$ cat src/rtl/vga_sync_gen_if.sv
// VGA output bundle: sync pulses plus one pixel of colour per clock.
interface vga_if #(
    parameter int COLOR_W = 4
);
    logic               hs;
    logic               vs;
    logic [COLOR_W-1:0] red;
    logic [COLOR_W-1:0] green;
    logic [COLOR_W-1:0] blue;

    modport source (output hs, vs, red, green, blue);
    modport sink   (input  hs, vs, red, green, blue);
endinterface

$ cat src/rtl/vga_sync_gen.sv
// VGA timing generator: counts pixels/lines, requests colour by coordinate and
// drives sync and RGB through a two-stage pipeline so they stay aligned.
module vga_sync_gen #(
    parameter int H_ACT   = 640,
    parameter int H_FP    = 16,
    parameter int H_SYNC  = 96,
    parameter int H_BP    = 48,
    parameter int V_ACT   = 480,
    parameter int V_FP    = 10,
    parameter int V_SYNC  = 2,
    parameter int V_BP    = 33,
    parameter bit HS_POL  = 1'b0,
    parameter bit VS_POL  = 1'b0,
    parameter int COLOR_W = 4,
    parameter int X_W     = $clog2(H_ACT + H_FP + H_SYNC + H_BP),
    parameter int Y_W     = $clog2(V_ACT + V_FP + V_SYNC + V_BP)
) (
    input  logic               clk_i,
    input  logic               rst_i,
    input  logic               en_i,
    output logic [X_W-1:0]     x_o,
    output logic [Y_W-1:0]     y_o,
    output logic               req_o,
    output logic               frame_start_o,
    input  logic [COLOR_W-1:0] red_i,
    input  logic [COLOR_W-1:0] green_i,
    input  logic [COLOR_W-1:0] blue_i,
    vga_if.source              vga_out_if
);

    localparam int H_TOT = H_ACT + H_FP + H_SYNC + H_BP;
    localparam int V_TOT = V_ACT + V_FP + V_SYNC + V_BP;

    localparam logic [X_W-1:0] H_LAST   = X_W'(H_TOT - 1);
    localparam logic [X_W-1:0] H_ACT_C  = X_W'(H_ACT);
    localparam logic [X_W-1:0] H_SYNC_S = X_W'(H_ACT + H_FP);
    localparam logic [X_W-1:0] H_SYNC_E = X_W'(H_ACT + H_FP + H_SYNC);
    localparam logic [Y_W-1:0] V_LAST   = Y_W'(V_TOT - 1);
    localparam logic [Y_W-1:0] V_ACT_C  = Y_W'(V_ACT);
    localparam logic [Y_W-1:0] V_SYNC_S = Y_W'(V_ACT + V_FP);
    localparam logic [Y_W-1:0] V_SYNC_E = Y_W'(V_ACT + V_FP + V_SYNC);

    logic [X_W-1:0]     h_cnt;
    logic [Y_W-1:0]     v_cnt;
    logic               h_last;
    logic               v_last;

    logic               req;
    logic               hs_act;
    logic               vs_act;

    logic               req_d1;
    logic               hs_act_d1;
    logic               vs_act_d1;

    logic               hs_q;
    logic               vs_q;
    logic [COLOR_W-1:0] red_q;
    logic [COLOR_W-1:0] green_q;
    logic [COLOR_W-1:0] blue_q;

    assign h_last = (h_cnt == H_LAST);
    assign v_last = (v_cnt == V_LAST);

    // Line wrap carries into the line counter; both wrap together at frame end.
    always_ff @(posedge clk_i or posedge rst_i) begin
        if (rst_i) begin
            h_cnt <= '0;
            v_cnt <= '0;
        end else if (en_i) begin
            if (h_last) begin
                h_cnt <= '0;
                v_cnt <= v_last ? '0 : v_cnt + 1'b1;
            end else begin
                h_cnt <= h_cnt + 1'b1;
            end
        end
    end

    assign req    = (h_cnt < H_ACT_C) && (v_cnt < V_ACT_C);
    assign hs_act = (h_cnt >= H_SYNC_S) && (h_cnt < H_SYNC_E);
    assign vs_act = (v_cnt >= V_SYNC_S) && (v_cnt < V_SYNC_E);

    assign x_o           = h_cnt;
    assign y_o           = v_cnt;
    assign req_o         = req;
    assign frame_start_o = en_i && (h_cnt == '0) && (v_cnt == '0);

    // Stage 1: the colour source answers the stage-0 request during this cycle.
    always_ff @(posedge clk_i or posedge rst_i) begin
        if (rst_i) begin
            req_d1    <= 1'b0;
            hs_act_d1 <= 1'b0;
            vs_act_d1 <= 1'b0;
        end else if (en_i) begin
            req_d1    <= req;
            hs_act_d1 <= hs_act;
            vs_act_d1 <= vs_act;
        end
    end

    always_ff @(posedge clk_i or posedge rst_i) begin
        if (rst_i) begin
            hs_q    <= ~HS_POL;
            vs_q    <= ~VS_POL;
            red_q   <= '0;
            green_q <= '0;
            blue_q  <= '0;
        end else if (en_i) begin
            hs_q    <= hs_act_d1 ? HS_POL : ~HS_POL;
            vs_q    <= vs_act_d1 ? VS_POL : ~VS_POL;
            red_q   <= req_d1 ? red_i   : '0;
            green_q <= req_d1 ? green_i : '0;
            blue_q  <= req_d1 ? blue_i  : '0;
        end
    end

    assign vga_out_if.hs    = hs_q;
    assign vga_out_if.vs    = vs_q;
    assign vga_out_if.red   = red_q;
    assign vga_out_if.green = green_q;
    assign vga_out_if.blue  = blue_q;

endmodule
$ cat src/flat_wrapper.sv
// flat-port wrapper written by rule: the top's interface ports become plain ports
module vga_sync_gen_flat 
#(
    parameter int H_ACT   = 640,
    parameter int H_FP    = 16,
    parameter int H_SYNC  = 96,
    parameter int H_BP    = 48,
    parameter int V_ACT   = 480,
    parameter int V_FP    = 10,
    parameter int V_SYNC  = 2,
    parameter int V_BP    = 33,
    parameter bit HS_POL  = 1'b0,
    parameter bit VS_POL  = 1'b0,
    parameter int COLOR_W = 4,
    parameter int X_W     = $clog2(H_ACT + H_FP + H_SYNC + H_BP),
    parameter int Y_W     = $clog2(V_ACT + V_FP + V_SYNC + V_BP)
)
  (clk_i, rst_i, en_i, x_o, y_o, req_o, frame_start_o, red_i, green_i, blue_i, vga_out_if_hs, vga_out_if_vs, vga_out_if_red, vga_out_if_green, vga_out_if_blue);
  vga_if #(.COLOR_W(COLOR_W)) vga_out_if_i ();
  input  logic clk_i;
  input  logic rst_i;
  input  logic en_i;
  output logic [X_W-1:0] x_o;
  output logic [Y_W-1:0] y_o;
  output logic req_o;
  output logic frame_start_o;
  input  logic [COLOR_W-1:0] red_i;
  input  logic [COLOR_W-1:0] green_i;
  input  logic [COLOR_W-1:0] blue_i;
  output wire logic [$bits(vga_out_if_i.hs)-1:0] vga_out_if_hs;
  output wire logic [$bits(vga_out_if_i.vs)-1:0] vga_out_if_vs;
  output wire logic [$bits(vga_out_if_i.red)-1:0] vga_out_if_red;
  output wire logic [$bits(vga_out_if_i.green)-1:0] vga_out_if_green;
  output wire logic [$bits(vga_out_if_i.blue)-1:0] vga_out_if_blue;
  assign vga_out_if_hs = vga_out_if_i.hs;
  assign vga_out_if_vs = vga_out_if_i.vs;
  assign vga_out_if_red = vga_out_if_i.red;
  assign vga_out_if_green = vga_out_if_i.green;
  assign vga_out_if_blue = vga_out_if_i.blue;
  vga_sync_gen #(.H_ACT(H_ACT), .H_FP(H_FP), .H_SYNC(H_SYNC), .H_BP(H_BP), .V_ACT(V_ACT), .V_FP(V_FP), .V_SYNC(V_SYNC), .V_BP(V_BP), .HS_POL(HS_POL), .VS_POL(VS_POL), .COLOR_W(COLOR_W), .X_W(X_W), .Y_W(Y_W)) u_core (.clk_i(clk_i), .rst_i(rst_i), .en_i(en_i), .x_o(x_o), .y_o(y_o), .req_o(req_o), .frame_start_o(frame_start_o), .red_i(red_i), .green_i(green_i), .blue_i(blue_i), .vga_out_if(vga_out_if_i));
endmodule
$ cat config.mk
export PLATFORM = sky130hd
export DESIGN_NAME = vga_sync_gen_flat
export DESIGN_NICKNAME = d
export VERILOG_FILES = /design/src/rtl/vga_sync_gen_if.sv /design/src/rtl/vga_sync_gen.sv /design/src/flat_wrapper.sv
export SDC_FILE = /design/constraint.sdc
export NUM_CORES = 1
export LEC_CHECK = 0
export ABC_AREA = 1
export BUFFER_PORTS_ARGS = -buffer_cell sky130_fd_sc_hd__buf_2
export CELL_PAD_IN_SITES_DETAIL_PLACEMENT = 0
export CELL_PAD_IN_SITES_GLOBAL_PLACEMENT = 1
export CORE_ASPECT_RATIO = 0.75
export CORE_MARGIN = 8
export CORE_UTILIZATION = 38
export DETAILED_ROUTE_END_ITERATION = 8
export PLACE_DENSITY_LB_ADDON = 0.1
export SYNTH_ARGS = -nofsm -noshare
export SYNTH_HDL_FRONTEND = slang
export SYNTH_SLANG_ARGS = --single-unit
$ cat constraint.sdc
create_clock -name clk_i -period 1.42 [get_ports clk_i]
set_clock_uncertainty 0.05 [all_clocks]
set_input_delay 0.284 -clock clk_i [delete_from_list [all_inputs] [get_ports clk_i]]
set_output_delay 0.284 -clock clk_i [all_outputs]
set_load 0.005 [all_outputs]
==> results.sh <==
export IMPL_outcome="complete, but fails checks"
export IMPL_clk_path_buf_depth=2
export IMPL_drtAntennaViolNets=0
export IMPL_root_buffer="clkbuf_8"
export IMPL_dp_hpwl_mm=4.09
export IMPL_placeableCoreArea_um2=4980
export IMPL_relSlewSlack_pct=70.6
export IMPL_cp_arrival_ns=1.34
export IMPL_placed_area_um2=2540
export IMPL_hold_depth=3
export IMPL_io_pins=51
export IMPL_rsz0062_at_grt="yes"
export IMPL_rrSetupSlack_ns=-0.05
export IMPL_tightest_slew_ns=0.441
export IMPL_synth_top_area_share_pct=44.0
export IMPL_setup_ws_ns=-0.251
export IMPL_syn_to_final_growth_pct=43.6
export IMPL_path_clk_slew_ns=0.08
export IMPL_clock_latency_ns=0.30
export IMPL_crit_path_start_kind="flop"
export IMPL_drt_wl_total_mm=5.62
export IMPL_grtUsageTotal_pct=14.8
export IMPL_io_buffers=50
export IMPL_htree_num_levels=2
export IMPL_nets=371
export IMPL_routed_via_density=4.64
export IMPL_die_width_um=99.6
export IMPL_dr_first_iter_drc_count=70
export IMPL_p_leak_uw=0.00161
export IMPL_drc=0
export IMPL_synthTopCellsByArea="dfrtp_1, nand2_1, nand3_1"
export IMPL_total_power_uw=3110
export IMPL_r2r_cells=6
export IMPL_holdPathEnd="u_core.vga_out_if.green[2]"
export IMPL_drive_gt1_share_pct=36.0
export IMPL_grt_pass1_wl_mm=9.36
export IMPL_overflow=0
export IMPL_place_ws_ns=-0.0478
export IMPL_clkSinkCount=37
export IMPL_grt_pass1_vias=1919
export IMPL_cts_buffers=5
export IMPL_antenna_found_initial=0
export IMPL_num_rows=22
export IMPL_finalHoldViolations=0
export IMPL_synth_seq_cells=37
export IMPL_yosysSeqAreaShare_pct=46.6
export IMPL_cap_violations=0
export IMPL_finalCritPeriodShare_pct=118
export IMPL_required_ns=1.09
export IMPL_yosys_area_top_type="dfrtp_1"
export IMPL_finalSetupViolations=11
export IMPL_synth_area_um2=1990
export IMPL_worst_setup_path_type="reg2out"
export IMPL_ys_types=27
export IMPL_die_y_um=78.7
export IMPL_cp_max_fo=2
export IMPL_power_density_nw_per_um2=1090
export IMPL_initial_core_util_pct=40.0
export IMPL_vias=1972
export IMPL_syn_area_per_cell_um2=7.66
export IMPL_syn_inst=260
export IMPL_n_antenna_cell=0
export IMPL_reg2reg_from="u_core.x_o[0]"
export IMPL_gp_congestion=0.845
export IMPL_worstHoldStart="green_i[2]"
export IMPL_dr_pass1_iters=4
export IMPL_final_cell_area_um2=2860
export IMPL_period_needed_ns=1.67
export IMPL_wl_per_cell_um=13.2
export IMPL_violations="setup timing"
export IMPL_fillers=480
export IMPL_fmax_mhz=598
export IMPL_yosysWarnings=0
export IMPL_grt_max_degree=38
export IMPL_synth_fp_nets=279
export IMPL_cts_tree="done"
export IMPL_final_max_slew_violation_count=0
export IMPL_die_area_um2=7840
export IMPL_worst_hold_path_type="in2reg"
export IMPL_irDropWorstVdd_v=0.000537
export IMPL_r2r_end="u_core.y_o[4]"
export IMPL_crit_path_end_kind="output port"
-- report_power, final --
| group | leakage (uW) | switching, uW | internal (uW) | total (uW) |
|---|---|---|---|---|
| Sequential | 0.000466 | 92.9 | 1160 | 1260 |
| Clock | 0.0000574 | 408 | 571 | 979 |
| Combinational | 0.00109 | 421 | 454 | 876 |
-- kinds of logic (layout without fill, tap and decap cells) --
group / Yosys count / in the layout / synth area share (%)
adder cells (fa/ha/maj): 4 / 4 / 2.51
AO/OA/AOI/OAI: 14 / 14 / 3.64
AND/OR/NAND/NOR: 156 / 156 / 36.0
buffers and inverters: 43 / 136 / 8.61
flip-flops: 37 / 37 / 46.6
XOR/XNOR: 6 / 6 / 2.64
-- Yosys cell counts --
library cell and count:
nand2_1 80, dfrtp_1 35, inv_1 35, nand3_1 34, nor2_1 17, o21ai_0 10, nand4_1 8, nor3_1 6
xor2_1 5, ha_1 4, nor2_2 3, a21oi_1 2, buf_2 2, clkbuf_1 2, dfstp_2 2, inv_2 2
nand2_2 2, nand3b_1 2, buf_1 1, buf_6 1, nand3_4 1, nand4_2 1, nor2_8 1, nor4_1 1
o21ai_1 1, o31ai_1 1, xnor2_1 1
-- timing repair --
item / in CTS / in global routing
setup buffers: 2 / 7
gates resized for setup: 10 / 22
pin swaps: 4 / 6
hold buffers: 1 / 0
endpoints found under the setup margin: 11 / 20
endpoints found under the hold margin: 35 / 0
-- routing by layer --
metal | routed length [um] | global-route usage, % | vias to the layer above
li1 | - | - | 1009
met1 | 2820 | 19.2 | 921
met2 | 2490 | 23.2 | 35
met3 | 235 | 3.92 | 7
met4 | 65 | 5.27 | 0
met5 | 0 | 0 | -
-- area by class of cell --
| type | count | area [um^2] | share of cell area [%] |
|---|---|---|---|
| Clock buffer | 6 | 82.6 | 2.89 |
| Timing Repair Buffer | 91 | 618 | 21.6 |
| Clock inverter | 2 | 37.5 | 1.31 |
| Tap cell | 72 | 90.1 | 3.15 |
| Sequential cell | 37 | 928 | 32.5 |
| Inverter | 37 | 143 | 4.99 |
| Multi-Input combinational cell | 180 | 961 | 33.6 |
-- metrics by stage --
stage	TNS (ns)	util (%)	instances	hold WS, ns
CTS	-1.13	54.7	418	0.151
finish	-0.843	57.4	425	0.161
global placement	-0.0188	51.1	407	0.300
global route	-1.98	57.4	425	0.160
floorplan	0	-	260	0.356
detailed placement	-0.378	51.1	407	0.304
-- sequential cells by signal, indices dropped and copies added, names as in the netlist --
| register | cells |
|---|---|
| u_core.hs_act_d1 | 1 |
| u_core.req_d1 | 1 |
| u_core.vga_out_if.blue | 4 |
| u_core.vga_out_if.green | 4 |
| u_core.vga_out_if.hs | 1 |
| u_core.vga_out_if.red | 4 |
| u_core.vga_out_if.vs | 1 |
| u_core.vs_act_d1 | 1 |
| u_core.x_o | 10 |
| u_core.y_o | 10 |
-- how the worst max path moves through the flow --
| stage | start | to | cells after the start |
|---|---|---|---|
| final | u_core.y_o[5] | frame_start_o | 6 |
| after global routing | u_core.x_o[5] | frame_start_o | 6 |
| after CTS | u_core.y_o[5] | frame_start_o | 6 |
| after detailed placement | u_core.x_o[0] | u_core.y_o[2] | 6 |
| after global placement | u_core.y_o[5] | frame_start_o | 6 |
| after floorplan | u_core.y_o[0] | frame_start_o | 6 |
-- layout by cell type (no fill, tap or decap), drive strengths merged --
master	count
xnor2	1
o31ai	1
nor3	6
clkbuf	6
nand2	82
a21oi	2
nor2	21
ha	4
dfstp	2
nand3	35
inv	36
bufinv	1
o21ai	11
dfrtp	35
dlygate4sd3	1
nor4	1
xor2	5
buf	90
clkinvlp	2
nand4	9
nand3b	2
-- critical path, stage by stage (launching register included) --
cell and delay (ns):
dfrtp_1 0.40, inv_1 0.07, nand2_1 0.06, nor3_2 0.17
nand3_1 0.11, nor2_1 0.11, buf_2 0.12
No activity file was read; power rests on OpenSTA's default activity.
